$ cat src/rtl/sp_ram_march_bist.sv
// -----------------------------------------------------------------------------
// sp_ram_march_bist
//
// March self-test sequencer for a single-port RAM with a registered address.
// It drives the RAM's address, write enable and write data, and checks the read
// data. The test has four phases:
//   W0 : ascending write of the background word
//   R0 : ascending read-compare against the background word
//   W1 : descending write of the inverted background word
//   R1 : descending read-compare against the inverted word
// Each read phase ends with one drain cycle, so the last compare finishes
// before the next phase starts.
//
// Ports
//   clk        : clock shared with the RAM
//   rst        : synchronous, active-high reset
//   start      : launch a test (sampled only when idle or done)
//   abort      : cancel a running test; has priority over start
//   pattern    : background word, captured when start is accepted
//   ram_addr   : RAM address (registered)
//   ram_we     : RAM write enable (registered)
//   ram_wdata  : RAM write data (registered)
//   ram_q      : RAM read data, valid one cycle after its address
//   busy       : test running
//   done       : test finished; held until the next accepted start
//   pass       : done with no mismatches
//   err_count  : total mismatching words
//   fail_addr  : address of the first mismatch
//   fail_phase : phase of the first mismatch (0 = R0, 1 = R1)
// -----------------------------------------------------------------------------
module sp_ram_march_bist #(
   parameter int DATA_WIDTH = 8,
   parameter int ADDR_WIDTH = 6
) (
   input  logic                  clk,
   input  logic                  rst,
   input  logic                  start,
   input  logic                  abort,
   input  logic [DATA_WIDTH-1:0] pattern,
   output logic [ADDR_WIDTH-1:0] ram_addr,
   output logic                  ram_we,
   output logic [DATA_WIDTH-1:0] ram_wdata,
   input  logic [DATA_WIDTH-1:0] ram_q,
   output logic                  busy,
   output logic                  done,
   output logic                  pass,
   output logic [ADDR_WIDTH+1:0] err_count,
   output logic [ADDR_WIDTH-1:0] fail_addr,
   output logic                  fail_phase
);

   typedef enum logic [2:0] {IDLE, W0, R0, W1, R1, DONE} state_t;

   localparam logic [ADDR_WIDTH-1:0] LAST_ADDR = '1;

   state_t                  state;
   logic [DATA_WIDTH-1:0]   pat_q;
   logic                    drain;      // read phase is in its trailing drain cycle

   // One-stage compare pipeline: the address was presented last cycle and
   // ram_q now carries its data.
   logic                    cmp_valid;
   logic [DATA_WIDTH-1:0]   cmp_exp;
   logic [ADDR_WIDTH-1:0]   cmp_addr;
   logic                    cmp_phase;

   logic                    mismatch;
   logic [ADDR_WIDTH+1:0]   err_next;

   always_comb begin
      mismatch = cmp_valid && (ram_q != cmp_exp);
      err_next = err_count + (ADDR_WIDTH+2)'(mismatch);
   end

   // NOTE: all state here is updated with non-blocking assignments so every
   // register samples the pre-edge values of the others, matching hardware.
   always_ff @(posedge clk) begin
      if (rst) begin
         state      <= IDLE;
         pat_q      <= '0;
         drain      <= 1'b0;
         cmp_valid  <= 1'b0;
         cmp_exp    <= '0;
         cmp_addr   <= '0;
         cmp_phase  <= 1'b0;
         ram_addr   <= '0;
         ram_we     <= 1'b0;
         ram_wdata  <= '0;
         busy       <= 1'b0;
         done       <= 1'b0;
         pass       <= 1'b0;
         err_count  <= '0;
         fail_addr  <= '0;
         fail_phase <= 1'b0;
      end else begin
         // NOTE: a compare is only valid for the one cycle after a read
         // address; clear it by default and re-arm it from the read states.
         cmp_valid <= 1'b0;

         if (busy && abort) begin
            // Error results are kept; the in-flight compare is dropped.
            state  <= IDLE;
            drain  <= 1'b0;
            ram_we <= 1'b0;
            busy   <= 1'b0;
            done   <= 1'b0;
            pass   <= 1'b0;
         end else begin
            if (mismatch) begin
               err_count <= err_next;
               if (err_count == '0) begin
                  fail_addr  <= cmp_addr;
                  fail_phase <= cmp_phase;
               end
            end

            case (state)
               IDLE, DONE: begin
                  if (start) begin
                     state      <= W0;
                     pat_q      <= pattern;
                     err_count  <= '0;
                     fail_addr  <= '0;
                     fail_phase <= 1'b0;
                     done       <= 1'b0;
                     pass       <= 1'b0;
                     busy       <= 1'b1;
                     ram_addr   <= '0;
                     ram_we     <= 1'b1;
                     ram_wdata  <= pattern;
                  end
               end

               W0: begin
                  if (ram_addr == LAST_ADDR) begin
                     state    <= R0;
                     ram_addr <= '0;
                     ram_we   <= 1'b0;
                  end else begin
                     ram_addr <= ram_addr + 1'b1;
                  end
               end

               R0: begin
                  if (drain) begin
                     drain     <= 1'b0;
                     state     <= W1;
                     ram_addr  <= LAST_ADDR;
                     ram_we    <= 1'b1;
                     ram_wdata <= ~pat_q;
                  end else begin
                     cmp_valid <= 1'b1;
                     cmp_addr  <= ram_addr;
                     cmp_exp   <= pat_q;
                     cmp_phase <= 1'b0;
                     // Hold the last address during the drain cycle.
                     if (ram_addr == LAST_ADDR) drain    <= 1'b1;
                     else                       ram_addr <= ram_addr + 1'b1;
                  end
               end

               W1: begin
                  if (ram_addr == '0) begin
                     state    <= R1;
                     ram_addr <= LAST_ADDR;
                     ram_we   <= 1'b0;
                  end else begin
                     ram_addr <= ram_addr - 1'b1;
                  end
               end

               R1: begin
                  if (drain) begin
                     drain <= 1'b0;
                     state <= DONE;
                     busy  <= 1'b0;
                     done  <= 1'b1;
                     // The final compare resolves on this same edge.
                     pass  <= (err_next == '0);
                  end else begin
                     cmp_valid <= 1'b1;
                     cmp_addr  <= ram_addr;
                     cmp_exp   <= ~pat_q;
                     cmp_phase <= 1'b1;
                     if (ram_addr == '0) drain    <= 1'b1;
                     else                ram_addr <= ram_addr - 1'b1;
                  end
               end

               default: state <= IDLE;
            endcase
         end
      end
   end

endmodule

$ cat config.mk
export PLATFORM = sky130hd
export DESIGN_NAME = sp_ram_march_bist
export DESIGN_NICKNAME = d
export VERILOG_FILES = /design/src/rtl/sp_ram_march_bist.sv
export SDC_FILE = /design/constraint.sdc
export NUM_CORES = 1
export LEC_CHECK = 0
export CORE_UTILIZATION = 52
export DETAILED_ROUTE_END_ITERATION = 10
export DONT_BUFFER_PORTS = 1
export GPL_ROUTABILITY_DRIVEN = 0
export PLACE_DENSITY = 0.76
export SETUP_SLACK_MARGIN = 0.02
export SYNTH_ARGS = -nofsm -noshare
export SYNTH_HDL_FRONTEND = slang
export SYNTH_SLANG_ARGS = --single-unit
$ cat constraint.sdc
create_clock -name clk -period 6.6 [get_ports clk]
set_input_delay 1.98 -clock clk [delete_from_list [all_inputs] [get_ports clk]]
set_output_delay 1.98 -clock clk [all_outputs]
set_load 0.01 [all_outputs]
==> summary.log <==
[run_status] status finished clean
[sta] count of pins over their slew limit 0
[global_routing] Overall Global Routing Usage 22.7%
[sta] sum of negative setup slack 0 ps
[sta] Max transition margin 36.1%
[clocking] Sinks on Clock Net 61
[clocking] clock transition at the register clock pins on the worst setup and hold paths after CTS 70 ps
[layout] area overhead of the layout relative to synthesis 4.38%
[layout] commonest non-fill, non-tap cell in the layout sky130_fd_sc_hd__dfxtp_1
[synth] xor and xnor fraction of the mapped netlist area 7.13%
[floorplan] # rows 28
[synth] multiplexer share of the synthesized area 6.94%
[clocking] CTS HTree Levels 3
[detailed_routing] Routed WL per cell 15.8 um
[synth] net count after synthesis 414
[global_routing] met1 layer usage reported by global route 30.2%
[detailed_routing] antenna-violating nets left 0
[clocking] clock latency on the worst-skew pair 340 ps
[clocking] number of buffers added for setup after CTS 0
[worst_setup_path] crit-path max FO 5
[floorplan] area of the core 6030 um2
[layout] total of fill cells in the finished design 554
[clocking] CTS Hold Bufs 0
[synth] compound-gate portion of the synthesized area 20.1%
[synth] Adder-Cell Fraction of Synth Area 1.89%
[sta] unrepaired setup endpoints after global routing no
[placement] total of buffers placed on input and output ports 0
[power_and_ir_drop] maximum ir drop on the vdd rail 0.183 mV
[synth] gate count after technology mapping 389
[detailed_routing] total iterations of the first detailed-routing run 4
[worst_setup_path] maximum cell stage delay along the critical path 410 ps
[synth] fraction of the mapped netlist area in simple logic gates 22.0%
[floorplan] initial core utilization 55.0%
[sta] maximum clock frequency 272 MHz
[placement] DPL Wire Length 5.03 mm
[global_routing] global-route wire length before repair 11.4 mm
[synth] ys flop type sky130_fd_sc_hd__dfxtp_1
[clocking] # resized after CTS 0
[layout] number of standard cells in the layout, taps in and fillers out 455
[power_and_ir_drop] power density of the placed cells 336 nW/um2
[job] Maximum Capacitance Violations 0
[worst_setup_path] critical path, cell by cell xnor2_1 > nand4_1 > o21a_1 > ha_1 > ha_1 > xor2_1 > or4_1 > nor4_1 > a32o_1
[worst_setup_path] kind of launch point of the worst setup path primary input
[clocking] Clock Root Buffer sky130_fd_sc_hd__clkbuf_8
[synth] main area contributors after synthesis sky130_fd_sc_hd__dfxtp_1 (37%), sky130_fd_sc_hd__mux2i_1 (6.9%), sky130_fd_sc_hd__xnor2_1 (6.6%)
[worst_setup_path] highest-delay cell along the critical path sky130_fd_sc_hd__or4_1
[floorplan] die extent in y 81.9 um
[power_and_ir_drop] leakage power 1.32 nW
[worst_setup_path] critical path capture point type flip-flop
[clocking] maximum clock path buffer count 2
[worst_setup_path] arrival time worst endpoint 3950 ps
[detailed_routing] vias post-DR 2730
[global_routing] Overflow after GRT 0
[floorplan] area enclosed by the die boundary 6700 um2
[global_routing] initial antenna violation count 0
[clocking] TritonCTS clock tree built
[global_routing] met3 capacity usage during global routing 9.33%
[global_routing] via count of the first global-routing pass 2313
[worst_setup_path] Most Frequent Cell on Critical Path sky130_fd_sc_hd__ha_1
[synth] area fraction of the dominant cell type after synthesis 36.8%
[worst_hold_path] class of the tightest hold or removal check flip-flop to flip-flop
[worst_setup_path] family with the most delay on the worst path simple AND/OR/NAND/NOR gates
[synth] post-synthesis sequential area ratio 36.8%
[synth] Post-synth EDFFs 0
[layout] number of nets in the layout 401
[worst_setup_path] Register-to-Register Setup Slack 4190 ps
[synth] leading area contributor after synthesis sky130_fd_sc_hd__dfxtp_1
[sta] fin crit share 55.7%
[synth] Cell Area, Synth 3320 um2
[sta] pin slew with the least headroom to its limit 954 ps
[layout] most frequent cells in the layout sky130_fd_sc_hd__dfxtp_1 (61), sky130_fd_sc_hd__nor2_1 (57), sky130_fd_sc_hd__xnor2_1 (25), sky130_fd_sc_hd__a21oi_1 (25), sky130_fd_sc_hd__mux2i_1 (23)
[worst_setup_path] start-to-end type of the worst setup path primary input to flip-flop
[synth] post-synthesis register bit count 61
[global_routing] GR met2 Demand/Resource 33.8%
[synth] ys async rst share 0%
[placement] number of placed instances with taps included 440
[clocking] TritonCTS Buffers 9
[global_routing] largest net degree at the start of global routing 38
[detailed_routing] residual DRC count 0
[sta] final setup skew 5.62 ps
[global_routing] global route hottest layer met2
[detailed_routing] Avg Vias per Cell 6.00
[synth] total number of yosys warnings 0
[sta] hold violation count in the final report 0
[sta] final count of negative-setup-slack endpoints 0
[floorplan] DIE WIDTH 81.9 um
[detailed_routing] detailed router's first-iteration violation count 167
[synth] combinational family with the most area after synthesis simple AND/OR/NAND/NOR gates
[sta] clock period minus worst slack 3670 ps
[synth] Synth Area per Inst 8.53 um2
[worst_setup_path] number of buffers and inverters on the critical path 0
[worst_setup_path] Crit path required time 6880 ps
[layout] share of post-route cells with drive strength above 1 8.95%
[layout] antenna fix cells 0
[detailed_routing] final wirelength 7.17 mm
[synth] count of distinct cell types in the synthesized netlist 56
[floorplan] number of placed I/O pins 53
## metal layers
metal | routed length, um | vias to the layer above
met5 | 0 | -
met4 | 40 | 0
met3 | 530 | 4
met2 | 3260 | 101
met1 | 3350 | 1259
li1 | - | 1366
## worst reg2reg max path, stage by stage (launching register included)
cell and delay, ps:
sky130_fd_sc_hd__dfxtp_1 370, sky130_fd_sc_hd__xnor2_1 130, sky130_fd_sc_hd__nand4_1 140, sky130_fd_sc_hd__o21a_1 240
sky130_fd_sc_hd__ha_1 210, sky130_fd_sc_hd__ha_1 260, sky130_fd_sc_hd__xor2_1 160, sky130_fd_sc_hd__or4_1 410
sky130_fd_sc_hd__nor4_1 280, sky130_fd_sc_hd__a32o_1 160
## state kept, by name, indices dropped and copies added, names as in the netlist
register	count
fail_phase	1
ram_addr	6
drain	1
state	3
cmp_phase	1
pat_q	8
pass	1
err_count	8
cmp_valid	1
cmp_addr	6
ram_we	1
busy	1
done	1
fail_addr	6
ram_wdata	8
cmp_exp	8
## cells by family after synthesis
family                   count (synthesis)
XOR/XNOR                                27
AO/OA/AOI/OAI                           97
adder cells (fa/ha/maj)                  5
buffers and inverters                   31
multiplexers                            23
flip-flops                              61
AND/OR/NAND/NOR                        145
## area by class of cell
type | count | area [um2] | area share (%)
Sequential cell | 61 | 1220 | 35.3
Clock inverter | 4 | 48.8 | 1.41
Timing Repair Buffer | 1 | 7.51 | 0.217
Tap cell | 75 | 93.8 | 2.71
Inverter | 6 | 22.5 | 0.651
Multi-Input combinational cell | 297 | 1930 | 55.7
Clock buffer | 11 | 141 | 4.08
## final timing paths
kind | startpoint | endpoint | cells after the start
hold / removal | cmp_addr[4] | fail_addr[4] | 1
setup reg to reg | cmp_exp[5] | pass | 9
setup / recovery | ram_q[5] | pass | 9
hold reg to reg | cmp_addr[4] | fail_addr[4] | 1
## synth_stat cells, drive strengths merged, types with 3 or more instances
library cell / count
or4: 3
mux2i: 23
a21oi: 26
nor4: 5
dfxtp: 61
nor2: 60
nor3: 8
a211oi: 4
nor2b: 6
o31ai: 6
inv: 6
clkbuf: 6
xnor2: 25
o2bb2ai: 6
o31a: 3
ha: 5
nand3: 13
or3: 4
a22o: 7
o211ai: 6
buf: 19
nand2b: 3
and3: 7
o21ai: 19
nand2: 25
o21a: 4
## metrics by stage
step                power, mW  cell area (um2)  hold WS, ps  worst slack [ps]  util, %
floorplan               0.794             3320          442              2750        -
global placement        0.833             3270          457              2630     54.3
detailed placement      0.843             3270          461              2570     54.3
CTS                      1.17             3460          479              2930     57.5
global route             1.23             3460          503              2810     57.5
finish                   1.16             3460          478              2930     57.5
## power by group
part	leakage (nW)	switching (mW)	internal (mW)
Clock	0.0992	0.140	0.182
Combinational	0.725	0.189	0.153
Sequential	0.495	0.0858	0.413
Power figures use the tool's default switching activity.
